## src/rtl/puntuacion_multijugador.sv

```systemverilog
// Multi-player song scorekeeper: saturating per-player accumulators, registered leader and best final score.
// Build option: define COMBO_MULT_EN to add 5-bit per-player combo counters driving an x1..x4 hit multiplier.
module puntuacion_multijugador #(
  parameter int WIDTH   = 13,
  parameter int PLAYERS = 2,
  parameter int JW      = $clog2(PLAYERS)
) (
  input  logic                     clk,
  input  logic                     standBy,
  input  logic                     iniciar,
  input  logic                     terminar,
  input  logic                     enable,
  input  logic                     fallo,
  input  logic [JW-1:0]            jugador,
  input  logic [WIDTH-1:0]         puntuacionEntrada,
  output logic [PLAYERS*WIDTH-1:0] puntuacionSalida,
  output logic [WIDTH-1:0]         record,
  output logic [JW-1:0]            ganador,
  output logic [PLAYERS-1:0]       desborde,
  output logic [1:0]               estado
);

  typedef enum logic [1:0] {
    ESPERA  = 2'd0,
    JUGANDO = 2'd1,
    FIN     = 2'd2
  } estadoT;

  estadoT             estadoQ, estadoD;
  logic               clearAll;
  logic               jugando;
  logic [PLAYERS-1:0] sel;
  logic [2:0]         mult;
  logic [WIDTH-1:0]   score  [PLAYERS];
  logic [WIDTH-1:0]   scoreD [PLAYERS];
  logic [PLAYERS-1:0] desbQ, desbD;
  logic [WIDTH-1:0]   recordQ, maxNext;
  logic [JW-1:0]      ganadorQ, lider;

  // NOTE: every variable written in an always_comb gets a default first, so no path can infer a latch.
  always_comb begin
    estadoD  = estadoQ;
    clearAll = 1'b0;
    case (estadoQ)
      ESPERA, FIN: if (iniciar) begin
        estadoD  = JUGANDO;
        clearAll = 1'b1;
      end
      JUGANDO: if (terminar) estadoD = FIN;
      default: estadoD = ESPERA;
    endcase
  end

  assign jugando = (estadoQ == JUGANDO);

  // Out-of-range indices simply match no player, so their strobes are dropped.
  always_comb begin
    sel = '0;
    for (int p = 0; p < PLAYERS; p++) sel[p] = ({1'b0, jugador} == (JW+1)'(p));
  end

`ifdef COMBO_MULT_EN
  logic [4:0] combo [PLAYERS];
  logic [4:0] comboSel;

  // Multiplier uses the combo before this hit; a simultaneous miss forces x1.
  always_comb begin
    comboSel = '0;
    for (int p = 0; p < PLAYERS; p++) if (sel[p]) comboSel = combo[p];
    mult = fallo ? 3'd1 : 3'd1 + {1'b0, comboSel[4:3]};
  end

  always_ff @(posedge clk) begin
    for (int p = 0; p < PLAYERS; p++) begin
      if (standBy || clearAll) begin
        combo[p] <= '0;
      end else if (jugando && sel[p]) begin
        if (fallo)                             combo[p] <= '0;
        else if (enable && combo[p] != 5'd31)  combo[p] <= combo[p] + 5'd1;
      end
    end
  end
`else
  // Without combo counters a miss carries no information.
  logic unusedFallo;
  assign unusedFallo = fallo;
  assign mult        = 3'd1;
`endif

  // Next scores, with three guard bits so any overflow of the WIDTH-bit range is visible.
  always_comb begin
    logic [WIDTH+2:0] suma;
    suma    = '0;
    maxNext = '0;
    desbD   = desbQ;
    for (int p = 0; p < PLAYERS; p++) begin
      scoreD[p] = score[p];
      suma      = {3'b000, score[p]} + ({3'b000, puntuacionEntrada} * (WIDTH+3)'(mult));
      if (clearAll) begin
        scoreD[p] = '0;
        desbD[p]  = 1'b0;
      end else if (jugando && enable && sel[p]) begin
        if (|suma[WIDTH+2:WIDTH]) begin
          scoreD[p] = '1;
          desbD[p]  = 1'b1;
        end else begin
          scoreD[p] = suma[WIDTH-1:0];
        end
      end
      if (scoreD[p] > maxNext) maxNext = scoreD[p];
    end
  end

  // Strict compare keeps the lowest index on ties.
  always_comb begin
    logic [WIDTH-1:0] best;
    best  = score[0];
    lider = '0;
    for (int p = 1; p < PLAYERS; p++) begin
      if (score[p] > best) begin
        best  = score[p];
        lider = JW'(p);
      end
    end
  end

  // NOTE: sequential state uses non-blocking assignments so every flop samples pre-edge values.
  always_ff @(posedge clk) begin
    if (standBy) begin
      estadoQ  <= ESPERA;
      desbQ    <= '0;
      recordQ  <= '0;
      ganadorQ <= '0;
      // NOTE: the score array is a bank of flops, not a RAM, so resetting every entry is legitimate.
      for (int p = 0; p < PLAYERS; p++) score[p] <= '0;
    end else begin
      estadoQ  <= estadoD;
      desbQ    <= desbD;
      ganadorQ <= lider;
      for (int p = 0; p < PLAYERS; p++) score[p] <= scoreD[p];
      if (jugando && terminar && (maxNext > recordQ)) recordQ <= maxNext;
    end
  end

  always_comb begin
    puntuacionSalida = '0;
    for (int p = 0; p < PLAYERS; p++) puntuacionSalida[p*WIDTH +: WIDTH] = score[p];
  end

  assign record   = recordQ;
  assign ganador  = ganadorQ;
  assign desborde = desbQ;
  assign estado   = estadoQ;

endmodule

```

## config.mk

```make
export PLATFORM = sky130hd
export DESIGN_NAME = puntuacion_multijugador
export DESIGN_NICKNAME = d
export VERILOG_FILES = /design/src/rtl/puntuacion_multijugador.sv
export SDC_FILE = /design/constraint.sdc
export NUM_CORES = 1
export LEC_CHECK = 0
export BUFFER_PORTS_ARGS = -buffer_cell sky130_fd_sc_hd__buf_2
export CAP_MARGIN = 10
export CORE_MARGIN = 5
export CORE_UTILIZATION = 47
export CTS_BUF_LIST = sky130_fd_sc_hd__clkbuf_16
export CTS_CLUSTER_SIZE = 20
export DETAILED_ROUTE_END_ITERATION = 12
export PLACE_DENSITY = 0.69
export SLEW_MARGIN = 15
export SYNTH_ARGS = -nofsm -noshare
export SYNTH_HDL_FRONTEND = slang
export SYNTH_SLANG_ARGS = --single-unit
```

## constraint.sdc

```tcl
create_clock -name clk -period 7.6 [get_ports clk]
set_input_delay 1.14 -clock clk [delete_from_list [all_inputs] [get_ports clk]]
set_output_delay 1.14 -clock clk [all_outputs]
set_load 0.05 [all_outputs]
```

==> impl_metrics.csv <==
group,metric,value,unit
power_and_ir_drop,switching_power,304,uW
clock_tree,holdBufCountCts,0,
yosys,post-synth-top-area-fraction,20.2,%
clock_tree,clk_path_buf_depth,2,
yosys,synth_most_common_cell,"ha_1",
min_path,classification_of_the_worst_slack_hold_path,"register to register",
global_routing,grt_pass1_vias,3979,
critical_path,worst-path-max-fanout,10,
power_and_ir_drop,p_clk_share,26.8,%
route,top_signal_layer_used,"met4",
yosys,ys_warn_count,0,
yosys,syn_area,4360,um^2
global_routing,grt_start_max_net_pins,47,
yosys,synth_commonest_cells,"ha_1, nor2_1, dfxtp_1, inv_1, a21oi_1",
timing,hold-worst-slack,0.515,ns
power_and_ir_drop,cell_internal_pwr,478,uW
floorplan,fp.dieArea,11300,um^2
floorplan,initial_utilization,47.6,%
route,wl_met3,542,um
clock_tree,clk_latency,0.28,ns
route,route.detailed.drc,0,
placement,port_buffers,62,
critical_path,startpoint,"puntuacionEntrada[0]",
global_routing,grt-ovfl-total,0,
yosys,synthesis.area_per_instance,8.16,um^2
clock_tree,cts_sinks,44,
yosys,yosysTopAreaCell,"dfxtp_1",
power_and_ir_drop,power_density,160,nW/um^2
route,dr.first_iter.drc_count,246,
timing,maxClockFrequency,148,MHz
global_routing,global_route.usage.total,21.1,%
timing,timing_hold_violations_final,0,
finish,ratio_of_cells_with_drive_above_1_in_the_final_layout,19.4,%
yosys,async_reset_ff_share,0,%
clock_tree,clock_transition_at_the_registers_of_the_reported_paths,0.06,ns
finish,area_delta_synth_final,12.0,%
route,route.detailed.wl_per_inst,17.3,um
timing,worst_clock_skew,0.00531,ns
critical_path,cp_startpoint_kind,"primary input",
route,wl,12100,um
yosys,synth_flop_cell,"dfxtp_1",
route,drt_pass1_iterations,5,
power_and_ir_drop,ir_drop,0.111,mV
route,wl_met1,5640,um
clock_tree,post_cts_resize_count,0,
global_routing,grt_antenna_before_repair,0,
critical_path,crit_arrival,6.95,ns
yosys,yosys_register_bits,44,
finish,diodes,0,
power_and_ir_drop,power.sequential.fraction,32.5,%
floorplan,fp.dieW,106,um
min_path,timing.hold.worst.start,"desborde[0]",
run,max_cap_viol_count,0,
route,antenna_violating_nets_post_route,0,
critical_path,crit_path_end_kind,"register",
floorplan,floorplan.rows,35,
finish,design.final.nets,674,
route,route.vias.total,4215,
timing,slew_viol_final,0,
timing,worst-slew-pin-transition,0.920,ns
yosys,count_of_flip_flops_with_a_built_in_enable_after_synthesis,0,
floorplan,floorplan.io_pins,64,
placement,post-dp-hpwl,9800,um
power_and_ir_drop,cellLeakagePower,2.31,nW
critical_path,startpoint_of_the_lowest_slack_register_to_register_path,"score[0][0]",
critical_path,data_required_time_at_the_worst_endpoint,7.80,ns
floorplan,core_area,9150,um^2
global_routing,grt_pass1_wl,19400,um
floorplan,die_h,106,um
timing,finalCritPeriodShare,88.7,%
run_status,run_status,"finished clean",
placement,finalWeightedCongestion,0.887,
yosys,share_of_the_yosys_chip_area_belonging_to_registers,20.2,%
critical_path,worstSetupPathType,"primary input to register",
power_and_ir_drop,netSwitchingFraction,38.9,%
timing,min_tclk_post_route,6.74,ns
route,routed-wl-met2,5650,um
route,detail_route.vias_per_cell,6.03,
clock_tree,htree_levels,2,
yosys,postSynthCellCount,534,
timing,rsz0062_at_grt,"false",
clock_tree,postCtsSetupBuffers,0,
timing,tns,0,ns
clock_tree,cts.root.buffer_cell,"clkbuf_16",
timing,setup_viol_count_final,0,
yosys,synthesized_nets,621,
timing,relSlewSlack,38.7,%
yosys,post_synth_main_area_contributors,"dfxtp_1, ha_1, nor2_1",
clock_tree,cts_buffers,5,
yosys,netlist-cell-type-count,77,
power_and_ir_drop,part_of_the_power_in_combinational_logic,40.7,%
clock_tree,cts_tree,"yes",
## critical path, cell delays in order
cell      delay (ns)
buf_2           0.11
ha_1            0.23
fa_1            0.41
a211oi_1        0.26
buf_4           0.16
o21ai_0         0.13
a31o_2          0.29
a21oi_1         0.18
xor2_1          0.27
a21o_1          0.20
ha_1            0.27
or3_1           0.36
a21oi_1         0.23
a211oi_1        0.10
nand2_1         0.29
a211oi_1        0.15
or2_2           0.32
ha_1            0.32
nand2_1         0.05
o21ai_0         0.28
a221o_1         0.20
o221a_2         0.35
nand2_1         0.21
a211o_1         0.31
a31oi_1         0.12
## layer usage
metal	up-vias	track usage (%)
li1	2087	-
met1	1990	28.0
met2	119	35.7
met3	19	2.67
met4	0	5.83
met5	-	0
## registers in the layout (all words and copies together) (netlist names)
name	count
score	26
record	13
desborde	2
estado	2
ganador	1
## logic make-up (layout without fill, tap and decap cells)
logic type,after synthesis,after routing,share of synthesized area [%]
compound gates,179,179,30.9
simple gates,165,165,19.5
fa+ha+maj,67,67,19.6
buf+inv,61,115,5.94
flops,44,44,20.2
xor+xnor,14,14,2.81
mux,4,4,0.976
## cell type report
class                   count  area [um^2]
clock buffers               5          125
repair buffers             67          348
flip-flops and latches     44          881
clock inverters             3         13.8
well taps                 111          139
fillers                   888         4270
inverters                  40          155
multi-input cells         429         3220
## worst paths after layout
| path | end | slack, ns | cells past startpoint |
|---|---|---|---|
| worst max-delay path | record[7] | 0.86 | 25 |
| worst min-delay path | desborde[0] | 0.52 | 2 |
| worst max register to register | record[7] | 1.48 | 24 |
| worst min register to register | desborde[0] | 0.52 | 2 |
## stage by stage
stage / cells / power [mW] / instance area (um^2) / util (%) / setup WS (ns)
after floorplan: 534 / 0.500 / 4360 / - / 1.25
after global placement: 691 / 0.569 / 4740 / 51.8 / 0.702
after detailed placement: 691 / 0.574 / 4740 / 51.8 / 0.653
after CTS: 699 / 0.785 / 4880 / 53.3 / 0.916
after global routing: 699 / 0.827 / 4880 / 53.3 / 0.611
final: 699 / 0.782 / 4880 / 53.3 / 0.856
## placed cells by master (no fill, tap or decap), types with 3 or more instances in the layout
cell | synthesis | routed
a211o_1 | 5 | 5
a211oi_1 | 11 | 11
a21o_1 | 19 | 19
a21oi_1 | 35 | 35
a22o_1 | 4 | 4
a31oi_1 | 5 | 5
and4_1 | 3 | 3
buf_2 | 8 | 62
buf_4 | 0 | 5
clkbuf_16 | 0 | 5
dfxtp_1 | 44 | 44
ha_1 | 65 | 65
inv_1 | 39 | 39
nand2_1 | 28 | 28
nand2b_1 | 10 | 10
nand3_1 | 9 | 9
nand3b_1 | 3 | 3
nand4_1 | 8 | 8
nor2_1 | 57 | 57
nor2b_1 | 10 | 10
nor3_1 | 7 | 7
nor4_1 | 4 | 4
o211a_1 | 4 | 4
o211ai_1 | 6 | 6
o21a_1 | 7 | 7
o21ai_0 | 34 | 34
o21bai_1 | 5 | 5
o221ai_2 | 8 | 8
o31a_1 | 5 | 5
or2_2 | 7 | 7
or3_1 | 4 | 4
xnor2_1 | 5 | 5
xor2_1 | 9 | 9
## power by group through the flow
| stage | Combinational [mW] | Clock [mW] | Sequential (mW) |
|---|---|---|---|
| 6_report | 0.318 | 0.210 | 0.254 |
| 5_1_grt | 0.347 | 0.224 | 0.256 |
| 4_1_cts | 0.317 | 0.214 | 0.254 |
| 3_5_place_dp | 0.315 | 0 | 0.259 |
| 3_3_place_gp | 0.310 | 0 | 0.259 |
| 2_1_floorplan | 0.196 | 0 | 0.304 |
No activity file was read; power rests on OpenSTA's default activity.
